**config.mk**
```make
export PLATFORM = sky130hd
export DESIGN_NAME = id_operand_stage
export DESIGN_NICKNAME = d
export VERILOG_FILES = /design/src/rtl/id_operand_stage.sv
export SDC_FILE = /design/constraint.sdc
export NUM_CORES = 1
export LEC_CHECK = 0
export ABC_AREA = 1
export CAP_MARGIN = 5
export CELL_PAD_IN_SITES_DETAIL_PLACEMENT = 0
export CELL_PAD_IN_SITES_GLOBAL_PLACEMENT = 1
export CORE_AREA = 5 5 273 275
export CTS_CLUSTER_DIAMETER = 80
export DETAILED_ROUTE_END_ITERATION = 6
export DIE_AREA = 0 0 278 280
export DONT_BUFFER_PORTS = 1
export PLACE_DENSITY = 0.56
export SETUP_SLACK_MARGIN = 0.02
export SLEW_MARGIN = 20
export SYNTH_ARGS = -nofsm -noshare
export SYNTH_HDL_FRONTEND = slang
export SYNTH_SLANG_ARGS = --single-unit
```
**constraint.sdc**
```tcl
create_clock -name clock -period 27.6 [get_ports clock]
set_input_delay 5.52 -clock clock [delete_from_list [all_inputs] [get_ports clock]]
set_output_delay 5.52 -clock clock [all_outputs]
set_load 0.02 [all_outputs]
```
**src/rtl/id_operand_stage.sv**
```systemverilog
`default_nettype none
// ============================================================================
// Module      : id_operand_stage
// Description : Decode-stage operand path. Resolves rs1/rs2 through the
//               register file and an NFWD-deep forwarding network, stalls on
//               producers whose data is not yet computed, and holds the
//               resolved operands in a valid/ready ID/EX pipeline register.
//               Also keeps a saturating stall counter and a sticky deadlock
//               watchdog.
// Revision    : 1.0 - initial release
// ============================================================================
module id_operand_stage #(
    parameter int unsigned XLEN          = 64,
    parameter int unsigned NFWD          = 3,
    parameter int unsigned CNT_W         = 32,
    parameter int unsigned STALL_TIMEOUT = 255
) (
    input  logic                   clock,
    input  logic                   reset,
    input  logic                   in_valid_i,
    output logic                   in_ready_o,
    input  logic [XLEN-1:0]        pc_i,
    input  logic [31:0]            inst_i,
    input  logic [4:0]             rs1_i,
    input  logic [4:0]             rs2_i,
    input  logic                   rs1_used_i,
    input  logic                   rs2_used_i,
    input  logic [XLEN-1:0]        rs1val_i,
    input  logic [XLEN-1:0]        rs2val_i,
    input  logic [NFWD-1:0]        fwd_wen_i,
    input  logic [NFWD*5-1:0]      fwd_rd_i,
    input  logic [NFWD-1:0]        fwd_dvalid_i,
    input  logic [NFWD*XLEN-1:0]   fwd_wdata_i,
    input  logic                   flush_i,
    output logic                   out_valid_o,
    input  logic                   out_ready_i,
    output logic [XLEN-1:0]        out_pc_o,
    output logic [31:0]            out_inst_o,
    output logic [XLEN-1:0]        out_rs1val_o,
    output logic [XLEN-1:0]        out_rs2val_o,
    output logic                   hazard_o,
    output logic [CNT_W-1:0]       stall_cnt_o,
    output logic                   deadlock_o
);

    // Watchdog timer only needs to count up to STALL_TIMEOUT.
    localparam int unsigned C_TMR_W = (STALL_TIMEOUT < 2) ? 1 : $clog2(STALL_TIMEOUT + 1);
    localparam logic [C_TMR_W-1:0] C_TMR_MAX = C_TMR_W'(STALL_TIMEOUT);

    // Returns {hazard, value}. The youngest matching stage (lowest index)
    // decides: if its data is not ready the source hazards even when an
    // older stage has the same rd with valid data. x0 is hard-wired zero.
    function automatic logic [XLEN:0] resolve_src(
        input logic [4:0]           rs,
        input logic [XLEN-1:0]      rf,
        input logic [NFWD-1:0]      wen,
        input logic [NFWD*5-1:0]    rd,
        input logic [NFWD-1:0]      dv,
        input logic [NFWD*XLEN-1:0] wd
    );
        logic [XLEN:0] res;
        res = {1'b0, rf};
        // Walk oldest to youngest so the youngest match wins.
        for (int k = int'(NFWD) - 1; k >= 0; k--) begin
            if (wen[k] && (rd[5*k +: 5] == rs)) begin
                if (dv[k]) begin
                    res = {1'b0, wd[XLEN*k +: XLEN]};
                end else begin
                    res = {1'b1, rf};
                end
            end
        end
        if (rs == 5'd0) begin
            res = '0;
        end
        return res;
    endfunction

    logic [XLEN:0]      rs1_res;
    logic [XLEN:0]      rs2_res;
    logic               accept;
    logic               stall;

    logic               valid_q,   valid_d;
    logic [XLEN-1:0]    pc_q,      pc_d;
    logic [31:0]        inst_q,    inst_d;
    logic [XLEN-1:0]    rs1val_q,  rs1val_d;
    logic [XLEN-1:0]    rs2val_q,  rs2val_d;
    logic [CNT_W-1:0]   cnt_q,     cnt_d;
    logic [C_TMR_W-1:0] tmr_q,     tmr_d;
    logic               dl_q,      dl_d;

    // Operand resolution and handshake: hazard, ready, accept, stall cycle.
    always_comb begin
        rs1_res    = resolve_src(rs1_i, rs1val_i, fwd_wen_i, fwd_rd_i, fwd_dvalid_i, fwd_wdata_i);
        rs2_res    = resolve_src(rs2_i, rs2val_i, fwd_wen_i, fwd_rd_i, fwd_dvalid_i, fwd_wdata_i);
        hazard_o   = (rs1_used_i & rs1_res[XLEN]) | (rs2_used_i & rs2_res[XLEN]);
        in_ready_o = ~hazard_o & ~flush_i & (~valid_q | out_ready_i);
        accept     = in_valid_i & in_ready_o;
        stall      = in_valid_i & hazard_o & ~flush_i;
    end

    // Next state for the pipe register, stall counter and watchdog.
    always_comb begin
        valid_d  = valid_q;
        pc_d     = pc_q;
        inst_d   = inst_q;
        rs1val_d = rs1val_q;
        rs2val_d = rs2val_q;
        cnt_d    = cnt_q;
        tmr_d    = '0;
        dl_d     = dl_q;

        // Flush wins; data registers are left stale since valid drops.
        if (flush_i) begin
            valid_d = 1'b0;
        end else if (accept) begin
            valid_d  = 1'b1;
            pc_d     = pc_i;
            inst_d   = inst_i;
            rs1val_d = rs1_res[XLEN-1:0];
            rs2val_d = rs2_res[XLEN-1:0];
        end else if (out_ready_i) begin
            valid_d = 1'b0;
        end

        if (stall) begin
            if (cnt_q != {CNT_W{1'b1}}) begin
                cnt_d = cnt_q + CNT_W'(1);
            end
            tmr_d = (tmr_q == C_TMR_MAX) ? tmr_q : tmr_q + C_TMR_W'(1);
            if (tmr_d == C_TMR_MAX) begin
                dl_d = 1'b1;
            end
        end
    end

    // State registers, cleared asynchronously.
    always_ff @(posedge clock or posedge reset) begin
        if (reset) begin
            valid_q  <= 1'b0;
            pc_q     <= '0;
            inst_q   <= '0;
            rs1val_q <= '0;
            rs2val_q <= '0;
            cnt_q    <= '0;
            tmr_q    <= '0;
            dl_q     <= 1'b0;
        end else begin
            valid_q  <= valid_d;
            pc_q     <= pc_d;
            inst_q   <= inst_d;
            rs1val_q <= rs1val_d;
            rs2val_q <= rs2val_d;
            cnt_q    <= cnt_d;
            tmr_q    <= tmr_d;
            dl_q     <= dl_d;
        end
    end

    assign out_valid_o  = valid_q;
    assign out_pc_o     = pc_q;
    assign out_inst_o   = inst_q;
    assign out_rs1val_o = rs1val_q;
    assign out_rs2val_o = rs2val_q;
    assign stall_cnt_o  = cnt_q;
    assign deadlock_o   = dl_q;

endmodule
`default_nettype wire

```
# Word-level counts from Yosys, hierarchy flattened
# Cells that the tools add are included.
# W data, S select, Z words.
# totals
ff_bits,266
input_bits,454
output_inout_bits,260
word_cells,62
# op_classes
addsub,2
n_eq_ne,9
muxes,19
bitwise_logic,12
reduce_logical,12
# op_table
operator,count
$mux W65,14
$add A32 B1 Y32 const B,1
$ne A32 B32 Y1 const B,1
$eq A5 B5 Y1,6
$eq A8 B8 Y1 const B,2
$mux W8,2
$logic_not A5 Y1,2
$add A8 B1 Y8 const B,1
$and A1 B1 Y1,7
$logic_and A1 B1 Y1,6
$reduce_and A2 Y1,3
$mux W1,3
$not A1 Y1,3
$reduce_bool A3 Y1,1
$or A1 B1 Y1,2

# Longest topological paths before layout
# Gate-level depths: netlist (run 1).
# depth
word_depth,14
mapped_depth,15
depth_no_buf,14

# Least setup slack after synthesis (run 1)
# Ideal clock, no wire load.
# synth_path
kind,in2out
startpoint,input port fwd_rd_i[13]
endpoint,output port hazard_o
t_arrival_ps,6627
required_ps,22080
setup_slack_ps,15453
cell_stages,9
n_path_buf,1
path_cell_list,inv_1 nand2_1 nand4_1 nor2_4 nand3_1 nand2_1 nand2_2 nand2_2 buf_2
# synth_between
elab_chain_len,8
word_cells_on_any_way,15
classes_between,eq/ne: 2; mux: 8; bitwise: 3; reduce/logical: 2
# synth_rtl
item,line_no,source
"start, declared",31,"input logic [NFWD*5-1:0] fwd_rd_i,"
$eq A5 B5 Y1,65,if (wen[k] && (rd[5*k +: 5] == rs)) begin
$logic_and A1 B1 Y1,65,
$mux W65 (3 in a row),65,
$mux W65,73,if (rs == 5'd0) begin
$and A1 B1 Y1,97,hazard_o = (rs1_used_i & rs1_res[XLEN]) | (rs2_used_i & rs2_res[XLEN]);
$or A1 B1 Y1 *,97,
"end, declared",41,"output logic hazard_o,"
# Mark *: on every way between the ends. The rest lies on a longest branch, timed or not.

# Worst setup path in the final report (run 1)
# layout_path
startpoint,input port fwd_rd_i[3]
endpoint,output port in_ready_o
# layout_between
elab_chain_len,9
word_cells_on_any_way,14
classes_between,eq/ne: 2; mux: 4; bitwise: 6; reduce/logical: 2
# layout_rtl
item,line_no,source
$eq A5 B5 Y1,65,
$logic_and A1 B1 Y1,65,
$mux W65,65,
$mux W65,73,
$and A1 B1 Y1,97,
$or A1 B1 Y1 *,97,
$not A1 Y1 *,98,in_ready_o = ~hazard_o & ~flush_i & (~valid_q | out_ready_i);
$and A1 B1 Y1 * (2 in a row),98,
"end, declared",21,"output logic in_ready_o,"
# Marked as above.

==> results of run 1 <==
==> area by class of cell <==
cell class                 count  area [um^2]  share of cell area [%]
multi-input combinational   2651        11670                   52.67
clock buffer                  54         1166                   5.264
antenna                       25        62.56                  0.2824
inverter                     234        895.9                   4.044
sequential                   266         6656                   30.05
clock inverter                22        259.0                   1.169
timing repair buffer          31        245.2                   1.107
tap                          959         1200                   5.416
==> flip-flops by register name, indices dropped and copies added (netlist names) <==
register	count
out_pc_o	64
out_rs1val_o	64
out_rs2val_o	64
out_inst_o	32
stall_cnt_o	32
tmr_q	8
deadlock_o	1
out_valid_o	1
==> cells by family (layout without fill, tap and decap cells) <==
group | Yosys count | count (layout) | synth area share (%)
and+or+nand+nor | 2015 | 2015 | 40.75
xor gates and xnor gates | 34 | 34 | 1.482
AOI/OAI and AO/OA | 600 | 600 | 15.33
DFF | 266 | 266 | 33.12
adders and majority gates | 2 | 2 | 0.1245
other | 0 | 25 | 0
buffers and inverters | 456 | 341 | 9.196
==> critical path, stage by stage <==
cell and delay [ns]:
inv_1 0.03, a21boi_0 0.22, nand4_1 0.20, nor2_4 0.39, buf_4 0.61, a21oi_1 0.17, nand2_2 0.20, nand3_4 0.14
nor2_1 0.34
==> routing by layer <==
layer	wire length [um]	vias to the layer above	GRT usage, %
li1	-	10410	-
met1	42680	10670	31.77
met4	3183	8	7.379
met2	50970	995	43.55
met5	48	-	0
met3	10030	192	8.362
==> Yosys cell counts <==
cell type / instances
ha_1: 2
nand3_4: 1
buf_2: 49
o21ai_0: 326
nand2_2: 3
nand3b_1: 1
o21a_1: 27
nor2_8: 1
nand3_1: 189
nor2_1: 129
nand3_2: 1
clkbuf_1: 130
nand4_1: 49
o21bai_1: 2
nor2_2: 2
nand2_1: 1556
buf_4: 18
dfrtp_1: 266
buf_6: 1
nand4_4: 1
o21ai_1: 2
or2_2: 70
clkinv_1: 1
a31oi_1: 2
nor3_1: 11
a21oi_1: 240
buf_1: 24
inv_1: 222
xor2_1: 19
a21boi_0: 1
xnor2_1: 15
inv_2: 11
nor2_4: 1
==> per-stage QoR <==
stage	setup slack (ns)	instance area, um^2
floorplan	14.75	20100
global placement	14.18	20650
detailed placement	14.18	20650
CTS	14.18	22070
global route	14.06	22120
finish	14.23	22150
==> power by group through the flow <==
stage          registers (mW)  logic (mW)  clock network [mW]
5_1_grt                 0.610       0.242               0.587
3_5_place_dp            0.613       0.210                   0
2_1_floorplan           0.571       0.165                   0
6_report                0.604       0.210               0.553
3_3_place_gp            0.613       0.206                   0
4_1_cts                 0.607       0.211               0.570
==> final timing paths <==
check | startpoint | end | cells past startpoint
setup / recovery | fwd_rd_i[3] | in_ready_o | 9
max in group asynchronous | reset | out_rs2val_o[47] | 2
hold reg to reg | tmr_q[7] | tmr_q[7] | 2
hold / removal | tmr_q[7] | tmr_q[7] | 2
min in group asynchronous | reset | out_pc_o[24] | 1
setup reg to reg | out_valid_o | out_inst_o[20] | 8
==> cell usage in the layout, fill, tap and decap left out, types with 3 or more instances in the layout <==
cell	netlist	layout
nor2_1	129	125
xnor2_1	15	15
clkinv_2	0	14
or2_2	70	70
nor2_4	1	5
bufinv_16	0	4
clkbuf_8	0	7
inv_2	11	12
nand2_1	1556	1554
dfrtp_1	266	266
buf_4	18	30
diode_2	0	25
nand3_4	1	3
o21ai_0	326	326
a21oi_1	240	239
nand2_2	3	4
nand4_1	49	49
clkbuf_16	0	42
clkbuf_1	130	5
nor3_1	11	11
xor2_1	19	19
o21a_1	27	27
nand3_1	189	187
inv_1	222	216
==> out/results.ini, run 1 <==
[global_routing]
overflow = 0
grt_usage_pct = 25.80
antenna_found_initial = 32
grt_pass1_vias = 21650
grt_max_degree = 195
grt_pass1_wl_mm = 153.3

[clocking]
ctsHtreeMaxLevel = 2
clock_latency_ns = 0.59
cts.path.max_buffers = 3
numCtsBuffers = 41
cts_resized = 0
clk_pin_slew_ns = 0.05
clockRootBuffer = clkbuf_16
cts.sinks = 266
cts_setup_buffers = 0
holdBufCountCts = 0
cts_tree = done

[routing]
drt-pass1-iter-count = 5
avgRoutedWirePerCell_um = 25.20
routed_wl_mm = 106.9
drtAntennaViolNets = 0
drc = 0
dr.first_iter.drc_count = 2076
vias = 22270
viasPerCell = 5.250

[floorplanning]
dieArea_um2 = 77840
start_util_pct = 27.88
die_y_um = 280
io_pins = 714
coreArea_um2 = 72090
fp-row-count = 99
chipWidth_um = 278

[sta]
rsz0062_at_grt = no
hold_violations = 0
max_freq_mhz = 74.81
finalMaxSlewViolations = 0
period_share_pct = 48.44
min_period_ns = 13.37
worstMarginPinSlew_ns = 1.046
tns_ns = 0
setup_viol = 0
fin_hold_ws_ns = 0.6176
maxSlewHeadroom_pct = 30.27
clock_skew_ns = 0.02851

[final_layout]
utilization_pct = 30.73
drive_gt1_share_pct = 6.415
final_cells = 4242
area_growth_pct = 10.24
nets = 3681
fillers = 8142

[power_and_ir_drop]
clkPwrFrac_pct = 40.5
power_switching_share_pct = 37.11
p_per_area_nw_per_um2 = 61.72
power_mw = 1.367
peakVddDrop_v = 0.00004344
combPwrFrac_pct = 15.4
power_frac_seq_pct = 44.2
internal-power_mw = 0.8599
p_sw_mw = 0.5075
p_leak_nw = 11.57

[worst_setup_path]
path_class = input port to primary output
end_kind = primary output
required_ns = 22.08
crit_fanout = 37
critPathLaunchType = input port
critPathArrivalTime_ns = 7.85
rrSetupSlack_ns = 24.46

[yosys]
ys_top_cells_by_area = dfrtp_1 33%, nand2_1 29%, o21ai_0 8.1%
avgSynthCellArea_um2 = 5.958
synth_seq_cells = 266
syn-cell-area_um2 = 20100
synth-seq-area-share_pct = 33.12
synthDistinctLibCells = 33
yosysTopAreaCellShare_pct = 33.12
ys_warn_count = 0
yosysTopAreaCell = dfrtp_1
syn_inst = 3373
synth_fp_nets = 3829

[min_path]
hold_class = register to register

[placed_design]
numPortBuffers = 0
place_congestion = 0.9133
hpwl_mm = 74.45
place_inst = 4140

[status]
status = finished, final reports clean

[job]
drv_cap = 0

No activity file was read; power rests on OpenSTA's default activity.
==> run 2, diff against run 1 <==
--- a/config.mk
+++ b/config.mk
@@ -14,7 +14,7 @@
 export DETAILED_ROUTE_END_ITERATION = 6
 export DIE_AREA = 0 0 278 280
 export DONT_BUFFER_PORTS = 1
-export PLACE_DENSITY = 0.56
+export PLACE_DENSITY = 0.58
 export SETUP_SLACK_MARGIN = 0.02
 export SLEW_MARGIN = 20
 export SYNTH_ARGS = -nofsm -noshare
==> constraint.sdc (replaced) <==
create_clock -name clock -period 10.75 [get_ports clock]
set_input_delay 2.15 -clock clock [delete_from_list [all_inputs] [get_ports clock]]
set_output_delay 2.15 -clock clock [all_outputs]
set_load 0.02 [all_outputs]
==> out/results.ini, run 2 (synthesis results as in run 1) <==
[clocking]
cts.sinks = 266  ; unchanged
clk_pin_slew_ns = 0.06  ; was 0.05 ns
cts_tree = done  ; unchanged
ctsHtreeMaxLevel = 2  ; unchanged
cts_resized = 0  ; unchanged
cts.path.max_buffers = 3  ; unchanged
clockRootBuffer = clkbuf_16  ; unchanged
cts_setup_buffers = 0  ; unchanged
holdBufCountCts = 0  ; unchanged
clock_latency_ns = 0.57  ; was 0.59 ns
numCtsBuffers = 41  ; unchanged

[placed_design]
place_congestion = 0.8449  ; was 0.9133
hpwl_mm = 71.15  ; was 74.45 mm
numPortBuffers = 0  ; unchanged

[sta]
tns_ns = 0  ; unchanged
rsz0062_at_grt = no  ; unchanged
period_share_pct = 59.38
maxSlewHeadroom_pct = 31.37  ; was 30.27%
clock_skew_ns = 0.01702  ; was 0.02851 ns
min_period_ns = 6.384
worstMarginPinSlew_ns = 1.029  ; was 1.046 ns
hold_violations = 0  ; unchanged
finalMaxSlewViolations = 0  ; unchanged
max_freq_mhz = 156.6
setup_viol = 0  ; unchanged

[worst_setup_path]
rr_worst_depth = 9  ; was 8
rrSetupSlack_ns = 7.57  ; was 24.46 ns
critPathArrivalTime_ns = 4.23  ; was 7.85 ns
critPathLaunchType = input port  ; unchanged
end_kind = primary output  ; unchanged
max_stage_delay_ns = 0.66  ; was 0.61 ns
crit_fanout = 48  ; was 37
path_cells = inv_1 -> a21boi_0 -> nand4_1 -> nor2_4 -> buf_4 -> a21oi_1 -> nand2_2 -> nand3_4 -> nor2_1  ; unchanged
required_ns = 8.60  ; was 22.08 ns
timing.rr.start = out_valid_o  ; unchanged
slowest_stage = buf_4  ; unchanged
path_class = input port to primary output  ; unchanged
r2r-end = out_rs1val_o[35]  ; was out_inst_o[20]

[global_routing]
use_met1_pct = 31.04  ; was 31.77%
grt_pass1_vias = 21100  ; was 21650
groute.layer.met2.usage_pct = 40.65  ; was 43.55%
antenna_found_initial = 32  ; unchanged
grt_usage_pct = 25.19  ; was 25.80%
grt-busiest-layer = met2  ; unchanged
grt_pass1_wl_mm = 149.0  ; was 153.3 mm
grt_max_degree = 195  ; unchanged
overflow = 0  ; unchanged
use_met3_pct = 8.487  ; was 8.362%

[routing]
vias = 21730  ; was 22270
viasPerCell = 5.118  ; was 5.250
avgRoutedWirePerCell_um = 24.53  ; was 25.20 um
drt-pass1-iter-count = 6  ; was 5
dr.first_iter.drc_count = 1745  ; was 2076
drc = 0  ; unchanged
routed_wl_mm = 104.1  ; was 106.9 mm
drtAntennaViolNets = 0  ; unchanged

[floorplanning]
fp-row-count = 99  ; unchanged
coreArea_um2 = 72090  ; unchanged
dieArea_um2 = 77840  ; unchanged
chipWidth_um = 278  ; unchanged
io_pins = 714  ; unchanged
die_y_um = 280  ; unchanged
start_util_pct = 27.88  ; unchanged

[power_and_ir_drop]
peakVddDrop_v = 0.0001249  ; was 0.00004344 V
p_leak_nw = 11.61  ; was 11.57 nW
p_per_area_nw_per_um2 = 160.4  ; was 61.72 nW/um^2

[final_layout]
final_common_cell = nand2_1  ; unchanged
final_cell_mix = 1554 x nand2_1, 326 x o21ai_0, 266 x dfrtp_1  ; unchanged
utilization_pct = 30.85  ; was 30.73%
area_growth_pct = 10.65  ; was 10.24%
nets = 3684  ; was 3681
fillers = 8330  ; was 8142
drive_gt1_share_pct = 6.472  ; was 6.415%

[job]
drv_cap = 0  ; unchanged

[min_path]
whs_endpoint = tmr_q[7]  ; unchanged
whs_path_depth = 2  ; unchanged
hold_class = register to register  ; unchanged
hold_start = tmr_q[7]  ; unchanged

[status]
status = finished, final reports clean  ; unchanged

## run 2: routing by layer
layer	share of wire [%]	up-vias
met5	0.071	-
met4	3.9	10
met3	9.3	180
met2	47	843
met1	40	10280
li1	-	10420
## run 2: worst max path at each step
stage	cells past startpoint	from	endpoint
after floorplan	1	reset	deadlock_o
after global placement	9	fwd_rd_i[3]	in_ready_o
after detailed placement	9	fwd_rd_i[3]	in_ready_o
after CTS	9	fwd_rd_i[3]	in_ready_o
after global routing	10	fwd_rd_i[3]	hazard_o
final	9	fwd_rd_i[3]	in_ready_o
## run 2: worst max-delay path, delay by kind of cell
kind | cells | cell delay, ns
and+or+nand+nor | 5 | 0.97
AOI/OAI and AO/OA | 2 | 0.38
buffers and inverters | 2 | 0.69
## run 2: final cells by class
type / count / area (um^2) / area share, %
multi-input cells: 2651 / 11670 / 52.47
flip-flops and latches: 266 / 6656 / 29.93
clock inverters: 22 / 344.1 / 1.547
well taps: 959 / 1200 / 5.396
inverters: 234 / 895.9 / 4.029
clock buffers: 53 / 1152 / 5.182
repair buffers: 34 / 255.2 / 1.148
diodes: 26 / 65.06 / 0.2926
## run 2: power breakdown
part / total, mW / switching, mW / leakage (nW) / internal, mW
Clock: 1.48 / 0.550 / 0.734 / 0.934
Combinational: 0.538 / 0.358 / 7.51 / 0.180
Sequential: 1.55 / 0.384 / 3.36 / 1.16
## run 2: stage by stage
step | worst slack [ns] | hold WS, ns | area, um^2 | cells | power (mW)
3_3_place_gp | 4.362 | 0.5918 | 20680 | 4144 | 2.104
3_5_place_dp | 4.406 | 0.5956 | 20680 | 4144 | 2.104
4_1_cts | 4.403 | 0.6040 | 22170 | 4219 | 3.623
2_1_floorplan | 1.275 | 0.5543 | 20100 | 3373 | 1.891
6_report | 4.366 | 0.5964 | 22240 | 4245 | 3.567
5_1_grt | 4.296 | 0.6470 | 22220 | 4238 | 3.747
